`config.mk`:
```
export PLATFORM = sky130hd
export DESIGN_NAME = mem_access_unit_flat
export DESIGN_NICKNAME = d
export VERILOG_FILES = /design/src/rtl/mem_access_unit_if.sv /design/src/rtl/mem_access_unit.sv /design/src/flat_wrapper.sv
export SDC_FILE = /design/constraint.sdc
export NUM_CORES = 1
export LEC_CHECK = 0
export ABC_AREA = 1
export BUFFER_PORTS_ARGS = -buffer_cell sky130_fd_sc_hd__buf_2
export CAP_MARGIN = 20
export CORE_MARGIN = 2
export CORE_UTILIZATION = 44
export CTS_CLUSTER_DIAMETER = 60
export CTS_CLUSTER_SIZE = 16
export DETAILED_ROUTE_END_ITERATION = 8
export HOLD_SLACK_MARGIN = 0.06
export MAX_ROUTING_LAYER = met4
export PLACE_DENSITY_LB_ADDON = 0.08
export SLEW_MARGIN = 20
export SYNTH_ARGS = -nofsm -noshare
export SYNTH_HDL_FRONTEND = slang
export SYNTH_SLANG_ARGS = --single-unit
```
`constraint.sdc`:
```
create_clock -name clk -period 1.3 [get_ports clk]
set_clock_uncertainty 0.1 [all_clocks]
set_input_delay 0.195 -clock clk [delete_from_list [all_inputs] [get_ports clk]]
set_output_delay 0.195 -clock clk [all_outputs]
set_load 0.1 [all_outputs]
```
`src/rtl/mem_access_unit_if.sv`:
```
// Memory access unit port bundle: M-stage request, data bus and response.
// The slave modport is the unit's view; master is the pipeline/bus side.
interface mem_access_unit_if;
  logic        req_valid;
  logic        req_we;
  logic [31:0] req_addr;
  logic [31:0] req_wdata;
  logic [1:0]  req_size;
  logic [2:0]  req_option;
  logic        flush;
  logic        req_ready;

  logic        bus_req;
  logic        bus_we;
  logic [31:0] bus_addr;
  logic [3:0]  bus_byteen;
  logic [31:0] bus_wdata;
  logic        bus_ack;
  logic [31:0] bus_rdata;

  logic        rsp_valid;
  logic [31:0] rsp_data;
  logic [1:0]  rsp_addr_low2bit;
  logic [2:0]  rsp_option;
  logic        rsp_adel;
  logic        rsp_ades;
  logic        rsp_bus_err;

  modport slave (
    input  req_valid, req_we, req_addr, req_wdata,
    input  req_size, req_option, flush,
    output req_ready,
    output bus_req, bus_we, bus_addr, bus_byteen, bus_wdata,
    input  bus_ack, bus_rdata,
    output rsp_valid, rsp_data, rsp_addr_low2bit, rsp_option,
    output rsp_adel, rsp_ades, rsp_bus_err
  );

  modport master (
    output req_valid, req_we, req_addr, req_wdata,
    output req_size, req_option, flush,
    input  req_ready,
    input  bus_req, bus_we, bus_addr, bus_byteen, bus_wdata,
    output bus_ack, bus_rdata,
    input  rsp_valid, rsp_data, rsp_addr_low2bit, rsp_option,
    input  rsp_adel, rsp_ades, rsp_bus_err
  );
endinterface

```
`src/rtl/mem_access_unit.sv`:
```
// M-stage memory access unit: IDLE/BUSY/RESP bus sequencer with alignment checks.
// Define MEM_TIMEOUT_EN to abort a BUSY transfer after TIMEOUT_CYCLES without ack.
module mem_access_unit #(
  parameter int TIMEOUT_CYCLES = 16
) (
  input  logic              clk,
  input  logic              reset_n,
  mem_access_unit_if.slave  io
);

  typedef enum logic [1:0] {
    IDLE = 2'd0,
    BUSY = 2'd1,
    RESP = 2'd2
  } state_t;

  state_t r_state;
  state_t w_next;

  logic        r_we;
  logic [31:0] r_addr;
  logic [31:0] r_wdata;
  logic [1:0]  r_size;
  logic [2:0]  r_option;
  logic        r_adel;
  logic        r_ades;
  logic        r_flushed;
  logic        r_berr;

  logic [31:0] r_rsp_data;
  logic [1:0]  r_rsp_low2;
  logic [2:0]  r_rsp_option;

  logic        w_accept;
  logic        w_mis;
  logic        w_busy;
  logic        w_timeout;
  logic        w_show;
  logic        w_drop;
  logic [3:0]  w_byteen;
  logic [31:0] w_wdata;

  assign w_busy   = (r_state == BUSY);
  assign w_accept = (r_state == IDLE) && io.req_valid && !io.flush;

  always_comb begin
    w_mis = 1'b0;
    unique case (io.req_size)
      2'b00:   w_mis = 1'b0;
      2'b01:   w_mis = io.req_addr[0];
      default: w_mis = |io.req_addr[1:0];
    endcase
  end

`ifdef MEM_TIMEOUT_EN
  logic [31:0] r_cnt;

  always_ff @(posedge clk or negedge reset_n) begin
    if (!reset_n) begin
      r_cnt <= '0;
    end else if (w_accept) begin
      r_cnt <= '0;
    end else if (w_busy) begin
      r_cnt <= r_cnt + 32'd1;
    end
  end

  assign w_timeout = w_busy && !io.bus_ack &&
                     (r_cnt == 32'(TIMEOUT_CYCLES - 1));
`else
  assign w_timeout = 1'b0;
`endif

  always_ff @(posedge clk or negedge reset_n) begin
    if (!reset_n) begin
      r_state <= IDLE;
    end else begin
      r_state <= w_next;
    end
  end

  always_comb begin
    w_next = r_state;
    unique case (r_state)
      IDLE: begin
        if (w_accept) begin
          w_next = w_mis ? RESP : BUSY;
        end
      end
      BUSY: begin
        if (io.bus_ack || w_timeout) begin
          w_next = RESP;
        end
      end
      RESP:    w_next = IDLE;
      default: w_next = IDLE;
    endcase
  end

  // A flush seen on the finishing edge also kills the response.
  assign w_drop = r_flushed || io.flush;

  always_ff @(posedge clk or negedge reset_n) begin
    if (!reset_n) begin
      r_we         <= 1'b0;
      r_addr       <= '0;
      r_wdata      <= '0;
      r_size       <= '0;
      r_option     <= '0;
      r_adel       <= 1'b0;
      r_ades       <= 1'b0;
      r_flushed    <= 1'b0;
      r_berr       <= 1'b0;
      r_rsp_data   <= '0;
      r_rsp_low2   <= '0;
      r_rsp_option <= '0;
    end else if (w_accept) begin
      r_we      <= io.req_we;
      r_addr    <= io.req_addr;
      r_wdata   <= io.req_wdata;
      r_size    <= io.req_size;
      r_option  <= io.req_option;
      r_adel    <= w_mis && !io.req_we;
      r_ades    <= w_mis && io.req_we;
      r_flushed <= 1'b0;
      r_berr    <= 1'b0;
      if (w_mis) begin
        r_rsp_data   <= '0;
        r_rsp_low2   <= io.req_addr[1:0];
        r_rsp_option <= io.req_option;
      end
    end else if (w_busy) begin
      if (io.flush) begin
        r_flushed <= 1'b1;
      end
      if (io.bus_ack || w_timeout) begin
        r_berr <= w_timeout;
        if (!w_drop) begin
          r_rsp_data   <= (r_we || w_timeout) ? 32'd0 : io.bus_rdata;
          r_rsp_low2   <= r_addr[1:0];
          r_rsp_option <= r_option;
        end
      end
    end
  end

  always_comb begin
    w_byteen = 4'b0000;
    if (r_we) begin
      unique case (r_size)
        2'b00:   w_byteen = 4'b0001 << r_addr[1:0];
        2'b01:   w_byteen = 4'b0011 << r_addr[1:0];
        default: w_byteen = 4'b1111;
      endcase
    end
  end

  always_comb begin
    w_wdata = r_wdata;
    unique case (r_size)
      2'b00:   w_wdata = {4{r_wdata[7:0]}};
      2'b01:   w_wdata = {2{r_wdata[15:0]}};
      default: w_wdata = r_wdata;
    endcase
  end

  assign io.req_ready  = (r_state == IDLE);
  assign io.bus_req    = w_busy;
  assign io.bus_we     = w_busy && r_we;
  assign io.bus_addr   = w_busy ? {r_addr[31:2], 2'b00} : 32'd0;
  assign io.bus_byteen = w_busy ? w_byteen : 4'b0000;
  assign io.bus_wdata  = w_busy ? w_wdata : 32'd0;

  assign w_show = (r_state == RESP) && !r_flushed && !io.flush;

  assign io.rsp_valid        = w_show;
  assign io.rsp_data         = r_rsp_data;
  assign io.rsp_addr_low2bit = r_rsp_low2;
  assign io.rsp_option       = r_rsp_option;
  assign io.rsp_adel         = w_show && r_adel;
  assign io.rsp_ades         = w_show && r_ades;
`ifdef MEM_TIMEOUT_EN
  assign io.rsp_bus_err      = w_show && r_berr;
`else
  assign io.rsp_bus_err      = 1'b0;
`endif

endmodule

```
`src/flat_wrapper.sv`:
```
// flat-port wrapper written by rule: the top's interface ports become plain ports
module mem_access_unit_flat 
#(
  parameter int TIMEOUT_CYCLES = 16
)
  (clk, reset_n, io_req_valid, io_req_we, io_req_addr, io_req_wdata, io_req_size, io_req_option, io_flush, io_req_ready, io_bus_req, io_bus_we, io_bus_addr, io_bus_byteen, io_bus_wdata, io_bus_ack, io_bus_rdata, io_rsp_valid, io_rsp_data, io_rsp_addr_low2bit, io_rsp_option, io_rsp_adel, io_rsp_ades, io_rsp_bus_err);
  mem_access_unit_if io_i ();
  input  logic clk;
  input  logic reset_n;
  input wire logic [$bits(io_i.req_valid)-1:0] io_req_valid;
  input wire logic [$bits(io_i.req_we)-1:0] io_req_we;
  input wire logic [$bits(io_i.req_addr)-1:0] io_req_addr;
  input wire logic [$bits(io_i.req_wdata)-1:0] io_req_wdata;
  input wire logic [$bits(io_i.req_size)-1:0] io_req_size;
  input wire logic [$bits(io_i.req_option)-1:0] io_req_option;
  input wire logic [$bits(io_i.flush)-1:0] io_flush;
  output wire logic [$bits(io_i.req_ready)-1:0] io_req_ready;
  output wire logic [$bits(io_i.bus_req)-1:0] io_bus_req;
  output wire logic [$bits(io_i.bus_we)-1:0] io_bus_we;
  output wire logic [$bits(io_i.bus_addr)-1:0] io_bus_addr;
  output wire logic [$bits(io_i.bus_byteen)-1:0] io_bus_byteen;
  output wire logic [$bits(io_i.bus_wdata)-1:0] io_bus_wdata;
  input wire logic [$bits(io_i.bus_ack)-1:0] io_bus_ack;
  input wire logic [$bits(io_i.bus_rdata)-1:0] io_bus_rdata;
  output wire logic [$bits(io_i.rsp_valid)-1:0] io_rsp_valid;
  output wire logic [$bits(io_i.rsp_data)-1:0] io_rsp_data;
  output wire logic [$bits(io_i.rsp_addr_low2bit)-1:0] io_rsp_addr_low2bit;
  output wire logic [$bits(io_i.rsp_option)-1:0] io_rsp_option;
  output wire logic [$bits(io_i.rsp_adel)-1:0] io_rsp_adel;
  output wire logic [$bits(io_i.rsp_ades)-1:0] io_rsp_ades;
  output wire logic [$bits(io_i.rsp_bus_err)-1:0] io_rsp_bus_err;
  assign io_i.req_valid = io_req_valid;
  assign io_i.req_we = io_req_we;
  assign io_i.req_addr = io_req_addr;
  assign io_i.req_wdata = io_req_wdata;
  assign io_i.req_size = io_req_size;
  assign io_i.req_option = io_req_option;
  assign io_i.flush = io_flush;
  assign io_req_ready = io_i.req_ready;
  assign io_bus_req = io_i.bus_req;
  assign io_bus_we = io_i.bus_we;
  assign io_bus_addr = io_i.bus_addr;
  assign io_bus_byteen = io_i.bus_byteen;
  assign io_bus_wdata = io_i.bus_wdata;
  assign io_i.bus_ack = io_bus_ack;
  assign io_i.bus_rdata = io_bus_rdata;
  assign io_rsp_valid = io_i.rsp_valid;
  assign io_rsp_data = io_i.rsp_data;
  assign io_rsp_addr_low2bit = io_i.rsp_addr_low2bit;
  assign io_rsp_option = io_i.rsp_option;
  assign io_rsp_adel = io_i.rsp_adel;
  assign io_rsp_ades = io_i.rsp_ades;
  assign io_rsp_bus_err = io_i.rsp_bus_err;
  mem_access_unit #(.TIMEOUT_CYCLES(TIMEOUT_CYCLES)) u_core (.clk(clk), .reset_n(reset_n), .io(io_i));
endmodule
```
==> results of run 1 <==
-- through the flow --
step                      utilization [%]  TNS, ps  instance area [um^2]
after global placement               79.5   -32500                  9200
after floorplan                         -   -48800                  5980
after detailed placement             79.5   -36660                  9200
-- logic make-up after synthesis --
logic type	synth area share (%)
compound gates	7.43
buf+inv	8.36
flops	53.2
other cells	0.0712
simple gates	30.9
-- Yosys cell counts --
master      n
a21oi_1    14
buf_1       3
buf_2      16
buf_4       7
buf_6       3
clkbuf_1   15
clkinv_1    2
conb_1      1
dfrtp_1   112
inv_1      50
inv_2       3
nand2_1   254
nand2_2     3
nand3_1    39
nand3_2     2
nand4_1     1
nor2_1    113
nor2_4      1
o211ai_1    8
o21ai_0    51
o22ai_1     1
==> impl_metrics.yaml, run 1 <==
placed_design:
  gp_congestion: 0.892
  port_buffers: 215
  post-dp-hpwl_mm: 12.7
  placedCellCount: 1081
  dp_slack_ps: -362
die:
  die_height_um: 113
  rows: 39
  start_util_pct: 45.5
  die_x_um: 113
  io_pins: 219
cts:
  ctsHoldBuffers: 81
  numCtsBuffers: 9
  ctsResizeCount: 257
  cts_max_level: 3
  cts_num_sinks: 112
  cts_buffer_depth: 2
  cts-root-buf: "clkbuf_16"
  post-cts-setup-buffers: 38
status:
  status: "aborted with a tool error"
  stop_stage: "clock tree synthesis"
  error_line: "[ERROR DPL-0038] Utilization greater than 100%, impossible to legalize"
synth:
  synth.largest_area_cell: "dfrtp_1"
  synth_seq_cells: 112
  ys_types: 21
  ys_warn_count: 0
  netlist_area_um2: 5270
  yosysSeqAreaShare_pct: 53.2
  synth_cells: 699
  yosysTopAreaCellShare_pct: 53.2
  synth_area_per_cell_um2: 7.54
  synthTopCellsByArea: "dfrtp_1, nand2_1, nor2_1"
==> run 2, diff against run 1 <==
- CORE_UTILIZATION: 44 -> 40
- CTS_CLUSTER_DIAMETER: 60 -> not set
- CTS_CLUSTER_SIZE: 16 -> not set
- HOLD_SLACK_MARGIN: 0.06 -> not set
- MAX_ROUTING_LAYER: met4 -> not set
- PLACE_DENSITY_LB_ADDON: 0.08 -> 0.15
- clock period: 1.3 -> 1.7 ns (I/O delays scaled with it)
==> run 2 against run 1 <==
The flow now finishes, with violations (negative setup slack). Synthesized cell count did not move. Area after synthesis did not move.
==> impl_metrics.yaml, run 2 <==
sta:
  max_freq_mhz: 491
  period_share_pct: 120
  hold_viol: 0
  drv_slew: 0
  worst_pin_slew_ps: 642
  grt_setup_unrepaired: "true"
  setup_violations: 74
  finalCriticalPeriod_ps: 2040
  setup_tns_ps: -13220
  worst_slack_ps: -339
  slew_headroom_pct: 57.2
setup_path:
  cp.arrival_ps: 1680
  path_class: "flop to output port"
  path_max_fanout: 6
  start_kind: "flop"
  worstSetupEndpointType: "output port"
  required_ps: 1340
  worstRegToRegCells: 11
  r2r_end: "u_core.io.rsp_data[30]$_DFFE_PN0P_"
  regToRegStartpoint: "u_core.r_state[1]$_DFFE_PN0P_"
  r2r_slack_ps: -10
pwr:
  p_per_area_nw_per_um2: 1810
  p_comb_share_pct: 62.9
  p_leak_nw: 4.65
  ir_drop_mv: 1.12
  power_frac_seq_pct: 23.9
  p_int_mw: 8.03
  switching_power_mw: 9.16
  p_sw_share_pct: 53.3
  pwr-share-clk_pct: 13.2
layout:
  final_common_cell: "nand2_1"
  nNetsFinal: 1066
  final_layout_size_suffix_gt1_share_pct: 44.5
  fin_cells: 1136
  diodes: 0
  synthToLayoutAreaGrowth_pct: 80.7
  nFillCells: 925
  final_cell_mix: "nand2_1, buf_2, dfrtp_1"
cts:
  cts_max_level: 3
  cts_num_sinks: 112
  cts-root-buf: "clkbuf_16"
  cts_buffer_depth: 2
  insertion_delay_ps: 340
  numCtsBuffers: 9
  cts_tree: "yes"
  clk_pin_slew_ps: 70
job:
  cap_violations: 0
min_path:
  holdPathEnd: "u_core.r_wdata[15]$_DFFE_PN0P_"
  holdPathStages: 3
  hold_path.class: "primary input to flop"
  worstHoldStart: "io_req_wdata[15]"
placed_design:
  port_buffers: 215
  placedCellCount: 1079
  gp_congestion: 0.846
  post-dp-hpwl_mm: 11.7
global_route:
  antenna_found_initial: 0
  grt_pass1_wl_mm: 26.1
  grt_pass1_vias: 5333
  overflow: 0
  grt_usage_pct: 23.0
  grt_start_max_net_pins: 88
synth:
  yosysTopAreaCellShare_pct: 53.2
  synth_flop_cell: "dfrtp_1"
  ys_warn_count: 0
  yosysSeqAreaShare_pct: 53.2
  synth.largest_area_cell: "dfrtp_1"
  synthTopCellsByCount: "nand2_1, nor2_1, dfrtp_1, o21ai_0, inv_1"
  netlist_area_um2: 5270
  synth_edf_count: 0
  synthTopCellsByArea: "dfrtp_1, nand2_1, nor2_1"
  synth_cells: 699
  synth_area_per_cell_um2: 7.54
  synth_seq_cells: 112
  synthArstFlopShare_pct: 100
  ys_types: 21
  synth.most_common_cell: "nand2_1"
detailed_routing:
  antenna_left: 0
  via_count: 5562
  routedWlPerCell_um: 15.8
  wl_mm: 17.9
  drt_first_iter_violations: 290
  post-route-drc-count: 0
  firstDrtPassIters: 6
  vias_per_cell: 4.90
die:
  die_area_um2: 14100
  core_um2: 12700
  start_util_pct: 41.4
  die_x_um: 119
  die_height_um: 119
  rows: 41
  io_pins: 219
status:
  failed_checks: "negative setup slack"
  status: "finished, violations left"
## run 2: what timing repair did
item / CTS / global route
endpoints found under the setup margin: 71 / 147
buffers inserted: 15 / 10
pin swaps: 13 / 17
hold buffers: 3 / 0
resized for setup: 37 / 58
endpoints found under the hold margin: 114 / 0
gates cloned: 1 / 13
## run 2: worst max path at each step
stage | cells past startpoint | endpoint | from
after floorplan | 5 | io_bus_byteen[1] | u_core.r_state[1]$_DFFE_PN0P_
after global placement | 6 | io_bus_wdata[30] | u_core.r_state[1]$_DFFE_PN0P_
after detailed placement | 6 | io_bus_wdata[30] | u_core.r_state[1]$_DFFE_PN0P_
after CTS | 7 | io_bus_byteen[1] | u_core.r_state[1]$_DFFE_PN0P_
after global routing | 7 | io_bus_wdata[25] | u_core.r_size[1]$_DFFE_PN0P_
final | 6 | io_bus_wdata[25] | u_core.r_size[1]$_DFFE_PN0P_
## run 2: cell families (layout without fill, tap and decap cells)
family / after synthesis / in the layout / synth area share, %
AO/OA/AOI/OAI: 74 / 74 / 7.43
AND/OR/NAND/NOR: 413 / 414 / 30.9
flip-flops: 112 / 112 / 53.2
buffers and inverters: 99 / 361 / 8.36
other: 1 / 3 / 0.0712
## run 2: routing by layer
metal,vias up,part of all wire (%),global-route usage (%)
li1,2669,-,-
met1,2632,40,29.1
met2,222,52,39.5
met3,39,5.6,4.10
met4,0,2.4,7.89
met5,-,0,0
## run 2: power groups by stage
stage                     logic [mW]  clock network (mW)  registers [mW]
after global routing            11.3                2.40            4.21
after global placement          9.74                   0            4.07
after floorplan                 4.79                   0            6.44
after CTS                       10.2                2.31            4.08
final                           10.8                2.27            4.11
after detailed placement        9.88                   0            4.11
## run 2: per-stage QoR
stage | hold WS [ps] | power, mW | util (%) | area (um^2) | setup slack [ps]
after floorplan | -141 | 11.2 | - | 5920 | -447
after global placement | -25.8 | 13.8 | 65.7 | 8360 | -29.1
final | 8.29 | 17.2 | 74.8 | 9520 | -339
after detailed placement | -26.8 | 14.0 | 65.7 | 8360 | -93.7
after global routing | 17.4 | 17.9 | 74.8 | 9520 | -344
after CTS | 0.439 | 16.6 | 70.4 | 8960 | -260
## run 2: area by class of cell
class                   count  area, um^2  share of cell area [%]
well taps                 172         215                    2.26
flip-flops and latches    112        2810                    29.5
clock inverters             6        82.6                   0.868
inverters                  55         235                    2.47
clock buffers              10         239                    2.51
repair buffers            290        3140                    33.0
multi-input cells         491        2800                    29.4
## run 2: worst max-delay path: stages, from the launching register on
cell	delay [ps]
dfrtp_2	440
clkinv_4	130
nand2_8	80
o211ai_1	260
buf_4	210
nor2_4	50
buf_12	160
(Power assumes the default switching activity.)
==> run 3, diff against run 2 <==
- CORE_UTILIZATION: 40 -> 48
- SKIP_LAST_GASP: not set -> 1
==> run 3 against run 2 <==
The flow now stops in global routing. Area after synthesis is the same. Synthesized cell count is the same.
==> impl_metrics.yaml, run 3 <==
status:
  status: "aborted with a tool error"
  stop_stage: "global routing"
  error_line: "[ERROR DPL-0038] Utilization greater than 100%, impossible to legalize"
synth:
  yosysTopAreaCellShare_pct: 53.2
  synthTopCellsByArea: "dfrtp_1, nand2_1, nor2_1"
  synth_edf_count: 0
  synth_area_per_cell_um2: 7.54
  synthTopCellsByCount: "nand2_1, nor2_1, dfrtp_1, o21ai_0, inv_1"
  synth_cells: 699
  synth.most_common_cell: "nand2_1"
  netlist_area_um2: 5270
  ys_warn_count: 0
  synth.largest_area_cell: "dfrtp_1"
  ys_types: 21
  synthArstFlopShare_pct: 100
  yosysSeqAreaShare_pct: 53.2
  synth_flop_cell: "dfrtp_1"
  synth_seq_cells: 112
cts:
  cts_buffer_depth: 2
  cts-root-buf: "clkbuf_8"
  numCtsBuffers: 9
  cts_max_level: 3
  cts_num_sinks: 112
sta:
  worstEndpointGrtRepair: "io_bus_wdata[31]"
  worst-ep-kind: "output port"
die:
  die_height_um: 109
  start_util_pct: 48.8
  rows: 38
  io_pins: 219
  die_x_um: 109
global_route:
  grt_start_max_net_pins: 63
placed_design:
  placedCellCount: 1050
  port_buffers: 215
  post-dp-hpwl_mm: 11.9
  gp_congestion: 0.808
==> run 3: cell counts after synthesis <==
No cell type changed its count.
==> run 3: logic make-up after synthesis <==
family	count (synthesis)	synth area share (%)
buf+inv	99	8.36
flops	112	53.2
simple gates	413	30.9
other cells	1	0.0712
compound gates	74	7.43
==> run 3: metrics by stage <==
stage	worst slack [ps]	TNS, ps	area (um^2)	hold WS, ps
after floorplan	-447	-5950	5920	-141
after global placement	-17.3	-18.8	8360	171
after detailed placement	-52.7	-438	8360	174
after CTS	-296	-16870	9190	3.70
==> run 3: repair_timing <==
item,4_1_cts
pin swaps,11
setup buffers,14
endpoints found under the setup margin,85
endpoints found under the hold margin,150
gates resized for setup,15
hold buffers,39
cloned,1
